--- src/rtl/scope_readout.sv ---
// scope_readout: drains a halted sample buffer into a framed byte stream
//   A5, samples..., 5A, count, [checksum], then pulses buf_reset to re-arm.
// Optional feature macro: SCOPE_READOUT_CKSUM_EN (appends the checksum byte).
// Ports:
//   clk, reset_n        clock, asynchronous active-low reset
//   enable              allows a new frame to start (looked at only in IDLE)
//   buf_done            buffer capture finished
//   buf_dout            sample at the buffer read pointer
//   buf_dout_ready      buffer holds at least one unread sample
//   buf_pop             one-cycle pulse advancing the buffer read pointer
//   buf_reset           one-cycle pulse re-arming the buffer
//   tx_data/tx_valid    byte stream towards the sink, tx_ready from the sink
//   busy                high whenever a frame is in progress
module scope_readout #(
    parameter int N     = 8,
    parameter int NSAMP = 4
) (
    input  logic         clk,
    input  logic         reset_n,
    input  logic         enable,
    input  logic         buf_done,
    input  logic [N-1:0] buf_dout,
    input  logic         buf_dout_ready,
    output logic         buf_pop,
    output logic         buf_reset,
    output logic [7:0]   tx_data,
    output logic         tx_valid,
    input  logic         tx_ready,
    output logic         busy
);
    if (N != 8 || NSAMP > 8) begin : g_bad_params
        $error("scope_readout: N must be 8 and NSAMP at most 8");
    end

    localparam logic [2:0] S_IDLE  = 3'd0;
    localparam logic [2:0] S_HDR   = 3'd1;
    localparam logic [2:0] S_LOAD  = 3'd2;
    localparam logic [2:0] S_SEND  = 3'd3;
    localparam logic [2:0] S_END   = 3'd4;
    localparam logic [2:0] S_CNT   = 3'd5;
`ifdef SCOPE_READOUT_CKSUM_EN
    localparam logic [2:0] S_CKS   = 3'd6;
`endif
    localparam logic [2:0] S_REARM = 3'd7;

    logic [2:0] state_q, state_d;
    logic [7:0] count_q, count_d;
    logic [7:0] tx_data_q, tx_data_d;
    logic       tx_valid_q, tx_valid_d;
    logic       buf_pop_q, buf_pop_d;
    logic       buf_reset_q, buf_reset_d;
    logic       busy_q, busy_d;
    logic       xfer;
`ifdef SCOPE_READOUT_CKSUM_EN
    logic [7:0] chk_q, chk_d;
`endif

    assign xfer = tx_valid_q & tx_ready;

    always_comb begin
        state_d = state_q;
        count_d = count_q;
`ifdef SCOPE_READOUT_CKSUM_EN
        chk_d   = chk_q;
`endif
        case (state_q)
            S_IDLE: begin
                count_d = '0;
`ifdef SCOPE_READOUT_CKSUM_EN
                chk_d   = '0;
`endif
                state_d = (enable && buf_done) ? S_HDR : S_IDLE;
            end
            S_HDR:  state_d = xfer ? S_LOAD : S_HDR;
            // buf_pop_q was decided from buf_dout_ready on entry, so the pop
            // pulse and the sample latch always agree.
            S_LOAD: begin
                if (buf_pop_q) begin
                    count_d = count_q + 8'd1;
`ifdef SCOPE_READOUT_CKSUM_EN
                    chk_d   = chk_q ^ buf_dout;
`endif
                    state_d = S_SEND;
                end else begin
                    state_d = S_END;
                end
            end
            S_SEND: state_d = xfer ? S_LOAD : S_SEND;
            S_END:  state_d = xfer ? S_CNT : S_END;
`ifdef SCOPE_READOUT_CKSUM_EN
            S_CNT:  state_d = xfer ? S_CKS : S_CNT;
            S_CKS:  state_d = xfer ? S_REARM : S_CKS;
`else
            S_CNT:  state_d = xfer ? S_REARM : S_CNT;
`endif
            default: state_d = S_IDLE;
        endcase
    end

    // Outputs are registered from the next state so each is valid for the
    // whole cycle spent in that state.
    always_comb begin
        tx_valid_d  = !(state_d == S_IDLE || state_d == S_LOAD || state_d == S_REARM);
        buf_pop_d   = (state_d == S_LOAD) && buf_dout_ready;
        buf_reset_d = (state_d == S_REARM);
        busy_d      = (state_d != S_IDLE);
        tx_data_d   = tx_data_q;
        case (state_d)
            S_HDR:  tx_data_d = 8'hA5;
            // tx_data_q doubles as the sample holding register
            S_SEND: tx_data_d = (state_q == S_LOAD) ? buf_dout : tx_data_q;
            S_END:  tx_data_d = 8'h5A;
            S_CNT:  tx_data_d = count_q;
`ifdef SCOPE_READOUT_CKSUM_EN
            S_CKS:  tx_data_d = chk_q ^ count_q;
`endif
            default: tx_data_d = tx_data_q;
        endcase
    end

    always_ff @(posedge clk or negedge reset_n) begin
        if (!reset_n) begin
            state_q     <= S_IDLE;
            count_q     <= '0;
            tx_data_q   <= '0;
            tx_valid_q  <= 1'b0;
            buf_pop_q   <= 1'b0;
            buf_reset_q <= 1'b0;
            busy_q      <= 1'b0;
        end else begin
            state_q     <= state_d;
            count_q     <= count_d;
            tx_data_q   <= tx_data_d;
            tx_valid_q  <= tx_valid_d;
            buf_pop_q   <= buf_pop_d;
            buf_reset_q <= buf_reset_d;
            busy_q      <= busy_d;
        end
    end

`ifdef SCOPE_READOUT_CKSUM_EN
    always_ff @(posedge clk or negedge reset_n) begin
        if (!reset_n) chk_q <= '0;
        else          chk_q <= chk_d;
    end
`endif

    assign tx_data   = tx_data_q;
    assign tx_valid  = tx_valid_q;
    assign buf_pop   = buf_pop_q;
    assign buf_reset = buf_reset_q;
    assign busy      = busy_q;
endmodule
--- config.mk ---
export PLATFORM = sky130hd
export DESIGN_NAME = scope_readout
export DESIGN_NICKNAME = d
export VERILOG_FILES = /design/src/rtl/scope_readout.sv
export SDC_FILE = /design/constraint.sdc
export NUM_CORES = 1
export LEC_CHECK = 0
export BUFFER_PORTS_ARGS = -buffer_cell sky130_fd_sc_hd__buf_2
export CAP_MARGIN = 0
export CORE_MARGIN = 2
export CORE_UTILIZATION = 53
export DETAILED_ROUTE_END_ITERATION = 10
export PLACE_DENSITY_LB_ADDON = 0.25
export SLEW_MARGIN = 40
export SYNTH_ARGS = -nofsm -noshare
export SYNTH_HDL_FRONTEND = slang
export SYNTH_SLANG_ARGS = --single-unit
--- constraint.sdc ---
create_clock -name clk -period 1.8 [get_ports clk]
set_clock_uncertainty 0.1 [all_clocks]
set_input_delay 0.18 -clock clk [delete_from_list [all_inputs] [get_ports clk]]
set_output_delay 0.18 -clock clk [all_outputs]
set_load 0.01 [all_outputs]
==> run metrics <==
largest net degree at the start of global routing=24; top cell type by total area after synthesis=sky130_fd_sc_hd__dfrtp_1; Overflow after GRT=0; combined global-route utilization of all metal layers=around 23%; most instantiated library cell after synthesis=sky130_fd_sc_hd__dfrtp_1; initial antenna violation count=0; Placed Instances=between 150 and 200; detailed-route wire length=roughly 2600 um; arrival time worst endpoint=between 1.5 and 2 ns; Starting Density=a little under three fifths; Post-Synthesis Mean Instance Area=around 9.5 um2; clock latency reported for the late side of the worst-skew pair=around 0.32 ns; worst hold path endpoint=tx_data[0]$_DFFE_PN0P_; Tmin final=1.70 ns; Num CTS Buffers=3; Setup Crit Path Kind=register to register; final count of negative-setup-slack endpoints=0; CTS tree=done; post-route clock period utilization=approximately 94%; Core ar.=0.00219 mm2; Synth cell types=35; GPL Wtd Cong=0.789; leakage power total=0.683 nW; routed length on met3=roughly 110 um; top-level port count=26; CTS H-tree depth=1; run status=finished, final reports clean; YS warnings=0; number of search-and-repair iterations in the first detailed-routing pass=4; post-synthesis register bit count=23; buffers from clock root to sink, at most=2; count of flip-flops with a built-in enable after synthesis=0; Syn Nets=143; detailed-routing wirelength on met1=roughly 1200 um; sequential power share=about two fifths; r2r worst-path depth=4; share of flip-flops with an asynchronous set or reset after synthesis=100%; crit path capture type=register; number of clock sinks seen by CTS=23; final number of hold-violating endpoints=0; max-slew violations=0; number of violations reported at the end of detailed-routing iteration 0=13; post-route insts no fill=190; slew at the pin closest to its max-slew limit=slightly below 0.5 ns; # rows=17; reg-to-reg setup timing slack=roughly 0.10 ns; area of the die=0.00269 mm2; fraction of power consumed by combinational cells=a little under half; worst reg2reg endpoint=tx_data[3]$_DFFE_PN0P_; sequential-to-total area share from yosys stat=47.5%; maximum net fanout on the critical path=10; detail-routed via count per cell=roughly 5.6; Setup Buffers After CTS=0; first-pass GRT wire length=4420 um; flip-flop cell with the highest count after synthesis=sky130_fd_sc_hd__dfrtp_1; critical hold path startpoint=buf_dout[0]; clock slew at reported path FFs=approximately 0.13 ns; endpoint required time on the critical path=between 1.5 and 2 ns; antenna violation net count after detailed routing=0; number of I/O port buffers=25; vias=between 1000 and 1500; post-synthesis instance area=around 0.0012 mm2; switching part of the total=40.8%; Max IR drop VDD=1.12 mV; instance count of the mapped netlist=128; routed len/inst=13.9 um; hold depth=5; category of the worst setup path launch point=register; total inserted antenna cells=0; Die X=roughly 52 um; power per standard cell area=around 1300 mW/mm2; launching point of the worst reg2reg path=state_q[0]$_DFF_PN0_; Yosys top cell area share=between 40% and 50%; final routed DRC violation total=0; relative area change from synthesis to final layout=20.1%; cell types with the highest counts after synthesis=sky130_fd_sc_hd__dfrtp_1, sky130_fd_sc_hd__nand2_1, sky130_fd_sc_hd__a21oi_1; internal power of the cells=around 0.0012 W; top area cells in the synthesized netlist=sky130_fd_sc_hd__dfrtp_1, sky130_fd_sc_hd__nand2_1, sky130_fd_sc_hd__a21oi_1, sky130_fd_sc_hd__o21ai_0, sky130_fd_sc_hd__a221o_1; CTS Root Buffer Type=sky130_fd_sc_hd__clkbuf_4; max cap viols=0; Hold Crit Class=primary input to register; Detail Placement HPWL=2010 um; final-stage net count=~180; die span in y=approximately 52 um; Max Used Layer=met4; share of total power in the clock network=about an eighth; Rel. slew slack=roughly 67%; via count of the first global-routing pass=1012; amount of wire on met2 after detailed routing=between 1000 and 1500 um; NetSw=around 0.0008 W; Post-Route Hold Slack=0.129 ns; fill count=between 150 and 200; max frequency=just under 600 MHz; fraction of layout instances using a drive strength above 1=around 25%
## power by group through the flow
stage	Clock, W	Combinational [W]	Sequential (W)
after CTS	0.000248	0.000900	0.000798
after global routing	0.000266	0.00102	0.000823
after detailed placement	0	0.000882	0.000810
after global placement	0	0.000861	0.000801
after floorplan	0	0.000674	0.000788
final	0.000243	0.000910	0.000800
## flip-flops by register name (all words and copies together) (netlist names)
signal / count
buf_pop: 1
buf_reset: 1
busy: 1
count_q: 8
state_q: 3
tx_data: 8
tx_valid: 1
## metrics by stage
step | setup TNS [ns] | cell area, um2 | worst slack [ns] | total power (W) | util, %
final | 0 | 1460 | 0.103 | 0.00195 | 66.5
after global routing | -0.0737 | 1460 | -0.0332 | 0.00211 | 66.5
after CTS | 0 | 1450 | 0.0791 | 0.00195 | 66.2
after detailed placement | 0 | 1360 | 0.0879 | 0.00169 | 62.2
after global placement | 0 | 1360 | 0.134 | 0.00166 | 62.2
after floorplan | 0 | 1210 | 0.197 | 0.00146 | -
## per-layer routing
layer / vias up / global-route usage (%)
met5: - / 0
met1: 505 / 28.5
met3: 7 / 3.74
li1: 527 / -
met2: 30 / 37.1
met4: 0 / 13.2
## worst max path at each step
stage / start / end / slack [ns] / depth (start not counted)
2_1_floorplan: state_q[0]$_DFF_PN0_ / tx_data[1]$_DFFE_PN0P_ / 0.20 / 5
3_3_place_gp: state_q[0]$_DFF_PN0_ / tx_data[1]$_DFFE_PN0P_ / 0.13 / 4
3_5_place_dp: state_q[0]$_DFF_PN0_ / tx_data[4]$_DFFE_PN0P_ / 0.09 / 4
4_1_cts: state_q[0]$_DFF_PN0_ / tx_data[4]$_DFFE_PN0P_ / 0.08 / 4
5_1_grt: state_q[0]$_DFF_PN0_ / tx_data[4]$_DFFE_PN0P_ / -0.03 / 4
6_report: state_q[0]$_DFF_PN0_ / tx_data[3]$_DFFE_PN0P_ / 0.10 / 4
## final cells by class
| cell class | instances | area (um2) | share of cell area (%) |
|---|---|---|---|
| clock buffer | 3 | 22.5 | 1.55 |
| clock inverter | 1 | 5.00 | 0.344 |
| inverter | 8 | 30.0 | 2.06 |
| multi-input combinational | 92 | 572 | 39.3 |
| sequential | 23 | 577 | 39.6 |
| tap | 28 | 35.0 | 2.41 |
| timing repair buffer | 35 | 215 | 14.8 |
## placed cells by master, fill, tap and decap left out, drive strengths merged, types with 3 or more instances in the layout
| master | instances |
|---|---|
| a21oi | 11 |
| a221o | 4 |
| a22oi | 5 |
| and2 | 3 |
| buf | 29 |
| clkbuf | 3 |
| dfrtp | 23 |
| dlygate4sd3 | 6 |
| inv | 8 |
| nand2 | 15 |
| nand2b | 3 |
| nand4 | 3 |
| nor2 | 9 |
| o21ai | 9 |
| or3 | 5 |
## critical path, stage by stage, from the launching register on
cell and delay, ns:
sky130_fd_sc_hd__dfrtp_1 0.48, sky130_fd_sc_hd__nand3_1 0.29, sky130_fd_sc_hd__o31ai_4 0.13, sky130_fd_sc_hd__a21o_4 0.23, sky130_fd_sc_hd__a221o_1 0.35
## cells by family after synthesis
family,after synthesis,share of synthesized area (%)
adder cells (fa/ha/maj),1,1.03
AND/OR/NAND/NOR,48,19.8
flip-flops,23,47.5
XOR/XNOR,1,0.723
AO/OA/AOI/OAI,41,24.3
multiplexers,1,0.929
buffers and inverters,13,5.78
## timing repair
action | CTS | global route
gates resized for setup | 0 | 4
setup endpoints to repair | 0 | 4
hold buffers | 6 | 0
endpoints found under the hold margin | 28 | 0
Power figures use the tool's default switching activity.
